$ cat src/rtl/vx_operands_arb_pkg.sv
// vx_operands_arb_pkg: operands payload layout, field offsets and arbiter state shared by the operand arbiter
package vx_operands_arb_pkg;
  localparam int OP_CNT_W = 4;
  localparam int OP_ID_W = 4;
  localparam int OP_UUID_W = 8;
  localparam int OP_XLEN = 32;
  typedef struct packed {
    logic [OP_UUID_W-1:0] uuid;
    logic [OP_ID_W-1:0] m_instr_id;
    logic [OP_CNT_W-1:0] m_instr_cnt;
    logic [OP_XLEN-1:0] rs1_data;
    logic [OP_XLEN-1:0] rs2_data;
  } data_t;
  localparam int CNT_LSB = 2 * OP_XLEN;
  localparam int ID_LSB = CNT_LSB + OP_CNT_W;
  typedef enum logic {IDLE, LOCKED} arb_state_e;
endpackage

$ cat src/rtl/vx_rr_lock_picker.sv
// vx_rr_lock_picker: masked round-robin pick (eligible, rr_ptr -> one-hot grant, idx) of the first eligible index at or above rr_ptr
module vx_rr_lock_picker #(
  parameter int N = 4,
  localparam int SEL_W = N > 1 ? $clog2(N) : 1
) (
  input  logic [N-1:0]     eligible,
  input  logic [SEL_W-1:0] rr_ptr,
  output logic [N-1:0]     grant,
  output logic [SEL_W-1:0] idx
);
  logic [N-1:0] hi;
  logic [SEL_W-1:0] idx_hi, idx_lo;
  always_comb begin
    hi = eligible & ~((N'(1) << rr_ptr) - N'(1));
    idx_hi = '0;
    idx_lo = '0;
    for (int i = N - 1; i >= 0; i--) begin
      if (hi[i]) idx_hi = SEL_W'(i);
      if (eligible[i]) idx_lo = SEL_W'(i);
    end
  end
  assign idx = |hi ? idx_hi : idx_lo;
  assign grant = |eligible ? N'(1) << idx : '0;
endmodule

$ cat src/rtl/vx_operands_arb.sv
// vx_operands_arb: round-robin operand arbiter (valid/data/ready in per source) with matrix-op locking onto a registered valid/ready bus plus locked and stall_cnt status
module vx_operands_arb import vx_operands_arb_pkg::*; #(
  parameter int NUM_INPUTS = 4,
  parameter int DATA_W = $bits(data_t),
  parameter int CNT_W = OP_CNT_W,
  localparam int SEL_W = NUM_INPUTS > 1 ? $clog2(NUM_INPUTS) : 1
) (
  input  logic                         clk,
  input  logic                         reset_n,
  input  logic [NUM_INPUTS-1:0]        valid_in,
  input  logic [NUM_INPUTS*DATA_W-1:0] data_in,
  output logic [NUM_INPUTS-1:0]        ready_in,
  output logic                         valid_out,
  output logic [DATA_W-1:0]            data_out,
  output logic [SEL_W-1:0]             sel_out,
  input  logic                         ready_out,
  output logic                         locked,
  output logic [31:0]                  stall_cnt
);
  arb_state_e state, state_n;
  logic [SEL_W-1:0] rr_ptr, rr_ptr_n, owner, owner_n, idx;
  logic [CNT_W-1:0] remaining, remaining_n, cnt;
  logic [OP_ID_W-1:0] lock_id, lock_id_n, id;
  logic [NUM_INPUTS-1:0] eligible, grant;
  logic [DATA_W-1:0] g_data;
  logic load_en, fire;
  function automatic logic [SEL_W-1:0] wrap_inc(input logic [SEL_W-1:0] i);
    return int'(i) == NUM_INPUTS - 1 ? '0 : i + SEL_W'(1);
  endfunction
  assign load_en = ~valid_out | ready_out;
  assign eligible = state == LOCKED ? valid_in & (NUM_INPUTS'(1) << owner) : valid_in;
  vx_rr_lock_picker #(.N(NUM_INPUTS)) picker (
    .eligible(eligible),
    .rr_ptr(rr_ptr),
    .grant(grant),
    .idx(idx)
  );
  assign ready_in = load_en ? grant : '0;
  assign fire = |ready_in;
  assign g_data = data_in[int'(idx)*DATA_W +: DATA_W];
  assign cnt = g_data[CNT_LSB +: CNT_W];
  assign id = g_data[ID_LSB +: OP_ID_W];
  assign locked = state == LOCKED;
  always_comb begin
    state_n = state;
    rr_ptr_n = rr_ptr;
    owner_n = owner;
    remaining_n = remaining;
    lock_id_n = lock_id;
    if (fire && state == IDLE && cnt > CNT_W'(1)) begin
      state_n = LOCKED;
      owner_n = idx;
      remaining_n = cnt - CNT_W'(1);
      lock_id_n = id;
    end else if (fire && state == IDLE) begin
      rr_ptr_n = wrap_inc(idx);
    end else if (fire && remaining > CNT_W'(1)) begin
      remaining_n = remaining - CNT_W'(1);
    end else if (fire) begin
      state_n = IDLE;
      remaining_n = '0;
      rr_ptr_n = wrap_inc(owner);
    end
  end
  always_ff @(posedge clk or negedge reset_n) begin
    if (!reset_n) begin
      state <= IDLE;
      rr_ptr <= '0;
      owner <= '0;
      remaining <= '0;
      lock_id <= '0;
      valid_out <= 1'b0;
      data_out <= '0;
      sel_out <= '0;
      stall_cnt <= '0;
    end else begin
      state <= state_n;
      rr_ptr <= rr_ptr_n;
      owner <= owner_n;
      remaining <= remaining_n;
      lock_id <= lock_id_n;
      if (load_en) valid_out <= fire;
      if (fire) begin
        data_out <= g_data;
        sel_out <= idx;
      end
      if (valid_out && !ready_out && !(&stall_cnt)) stall_cnt <= stall_cnt + 32'd1;
    end
  end
  assert property (@(posedge clk) disable iff (!reset_n) (locked && fire) |-> id == lock_id);
endmodule
$ cat config.mk
export PLATFORM = sky130hd
export DESIGN_NAME = vx_operands_arb
export DESIGN_NICKNAME = d
export VERILOG_FILES = /design/src/rtl/vx_operands_arb_pkg.sv /design/src/rtl/vx_rr_lock_picker.sv /design/src/rtl/vx_operands_arb.sv
export SDC_FILE = /design/constraint.sdc
export NUM_CORES = 1
export LEC_CHECK = 0
export ABC_AREA = 1
export CORE_AREA = 2 2 176 178
export DETAILED_ROUTE_END_ITERATION = 10
export DIE_AREA = 0 0 178 180
export PLACE_DENSITY_LB_ADDON = 0.15
export SLEW_MARGIN = 25
export SYNTH_ARGS = -nofsm -noshare
export SYNTH_HDL_FRONTEND = slang
export SYNTH_HIERARCHICAL = 1
export SYNTH_SLANG_ARGS = --single-unit
$ cat constraint.sdc
create_clock -name clk -period 7.2 [get_ports clk]
set_input_delay 1.08 -clock clk [delete_from_list [all_inputs] [get_ports clk]]
set_output_delay 1.08 -clock clk [all_outputs]
set_load 0.02 [all_outputs]
==> results.toml <==
[status]
outcome = "complete, no violations"

[synthesis]
synthTopCellsByArea = "dfrtp_1 38%, nand2_1 16%, nor2_1 13%"
yosys_warnings = 6
yosysTopAreaCell = "dfrtp_1"
synth_nets = 1590
synthMostInstantiatedCell = "nand2_1"
synth_top_area_share_pct = 37.75
ys.flop_type = "dfrtp_1"
async_reset_ff_share_pct = 100.0
synth_edf_count = 0
yosys_register_bits = 124
synth.avg_cell_area_sq_um = 6.560
ys_top_cells_by_count = "340 x nand2_1, 292 x nor2_1, 183 x o21ai_0"
ys_types = 37
netlist_area_sq_mm = 0.008219
synth_cells = 1253
seq_area_frac_synth_pct = 37.75

[flow_run]
drv_cap = 0

[sta]
setup_ws_ns = 2.627
maxSlewHeadroom_pct = 36.75
worst_pin_slew_ns = 0.9487
finalSetupTns_ns = 0
setup_viol = 0
clock.fmax_ghz = 0.2187
finalHoldViolCount = 0
fin_crit_ns = 4.573
final.setup_skew_ns = 0.01372
fin_crit_sh_pct = 63.52
rsz0062_at_grt = "false"
drv_slew = 0

[clock_tree]
cts_tree = "done"
clock_sinks = 124
clockRootBuffer = "clkbuf_16"
htree_levels = 4
post_cts_buffers = 0
hold_buffers = 0
cts_resized = 0
clkTransAtPathRegs_ns = 0.05
cts_buffers = 17
clock_latency_ns = 0.43
clk_path_buf_depth = 2

[setup_path]
crit_fanout = 68
cp.required_ns = 7.51
worstPathArrival_ns = 4.88
rrSetupSlack_ns = 3.05
end_kind = "flop"
critPathKind = "input port to flop"
start_kind = "input port"

[cells_and_area]
nets = 1985
syn_to_final_growth_pct = 64.30
fill_cells = 3156
drive_gt1_share_pct = 4.395

[drt]
wire_per_inst_microns = 18.82
first_iter_violations = 668
vias = 9960
drc = 0
post_drt_via_cell_ratio = 4.828
ant_nets = 0
wl_microns = 38830
dr.pass1.iters = 5

[floorplan]
rows = 64
die_h_microns = 180
io_pins = 447
fp.dieW_microns = 178
design.core.area_sq_mm = 0.03019
start_util_pct = 27.23
die_area_sq_mm = 0.03204

[global_route]
grt_first_pass_wirelength_microns = 58470
grt_overflow = 0
grt_max_degree = 96
track_usage_pct = 24.13
antenna_found_initial = 7
first_global_vias = 9947

[place]
io_buffers = 446
place_hpwl_microns = 29780
gp_congestion = 0.9205
pre_cts_ws_ns = 2.147

[power]
p_leak_uw = 0.005674
ir_drop_uv = 313.6
total_power_uw = 6678
p_per_area_mw_per_mm2 = 494.5

[worst_hold_path]
hp-class = "flop to flop"
-- layer usage --
| layer | vias to the layer above | part of all wire (%) | GRT usage, % |
|---|---|---|---|
| met4 | 2 | 2.9 | 9.279 |
| met3 | 56 | 7.5 | 7.107 |
| met2 | 362 | 49 | 41.16 |
| li1 | 4899 | - | - |
| met1 | 4641 | 41 | 28.23 |
| met5 | - | 0.028 | 0.7716 |
-- cell families after synthesis --
kind of cell               share of synthesized area [%]
and+or+nand+nor                                    34.10
buffers and inverters                              6.789
adders and majority gates                          1.522
xor gates and xnor gates                           1.279
AOI/OAI and AO/OA                                  18.56
DFF                                                37.75
-- worst max-delay path, stage by stage --
cell and delay, ns:
clkdlybuf4s50_1 0.45, a21boi_0 0.25, inv_1 0.12, nor2_1 0.10, o21bai_1 0.06, nand2_1 0.10
nand2_1 0.14, inv_4 0.46, inv_4 0.39, nand2_1 0.16, nand3_1 0.08, nand2_1 0.17
inv_1 0.08, ha_1 0.18, or2_2 0.26, nand3_1 0.08, nand2_1 0.30, inv_1 0.20
nand2_1 0.07, nand3_1 0.07, nand2_1 0.05
-- through the flow --
step                      cells  utilization [%]  cell area, sq um  hold WS, ns
after floorplan            1253                -              8219       0.4748
after global placement     2025            42.67             12880       0.4633
after detailed placement   2025            42.68             12880       0.4637
after CTS                  2057            44.68             13490       0.4813
after global routing       2061            44.72             13500       0.4948
final                      2063            44.73             13500       0.4795
-- sequential cells by signal, summed over array words and instances, names as in the netlist --
register,count
stall_cnt,32
data_out,80
valid_out,1
remaining,4
sel_out,2
owner,2
rr_ptr,2
locked,1
-- cell usage in the layout (no fill, tap or decap), types with 3 or more instances in the layout --
cell             instances
clkdlybuf4s50_1        445
nand2_1                339
nor2_1                 292
o21ai_0                183
dfrtp_1                124
o22ai_1                 47
inv_1                   41
nand3_1                 31
a31oi_1                 29
clkbuf_16               17
ha_1                    10
nor3_1                   9
inv_2                    8
xor2_1                   8
nand2_2                  7
buf_4                    7
diode_2                  6
nand3b_1                 5
a21oi_1                  5
o21ai_2                  4
xnor2_1                  4
nand3b_2                 4
o21ai_1                  4
inv_4                    3
o21a_1                   3
nand4_1                  3
clkbuf_1                 3
clkinvlp_4               3
bufinv_16                3
-- cell type report --
cell class              count  area, sq um  area share, %
multi-input cells        1000         4566          33.81
repair buffers            453         4518          33.46
flip-flops and latches    124         3103          22.98
well taps                 396        495.5          3.669
clock buffers              22        464.2          3.437
inverters                  52        202.7          1.501
clock inverters            10        140.1          1.038
diodes                      6        15.01         0.1112
-- final timing paths --
check / startpoint / endpoint / cells past startpoint
min in group asynchronous: reset_n / data_out[51]$_DFFE_PN0N_ / 1
worst min register to register: data_out[62]$_DFFE_PN0N_ / data_out[62]$_DFFE_PN0N_ / 2
worst min-delay path: data_out[62]$_DFFE_PN0N_ / data_out[62]$_DFFE_PN0N_ / 2
max in group asynchronous: reset_n / data_out[25]$_DFFE_PN0N_ / 2
worst max register to register: owner[0]$_DFFE_PN0P_ / remaining[0]$_DFFE_PN0P_ / 20
worst max-delay path: valid_in[3] / remaining[0]$_DFFE_PN0P_ / 21
-- report_power, final --
part           switching, uW  internal, uW  total (uW)
registers                234          1050        1280
logic                   2920          1580        4500
clock network            334           563         896
total                   3490          3190        6680
Power figures use the tool's default switching activity.
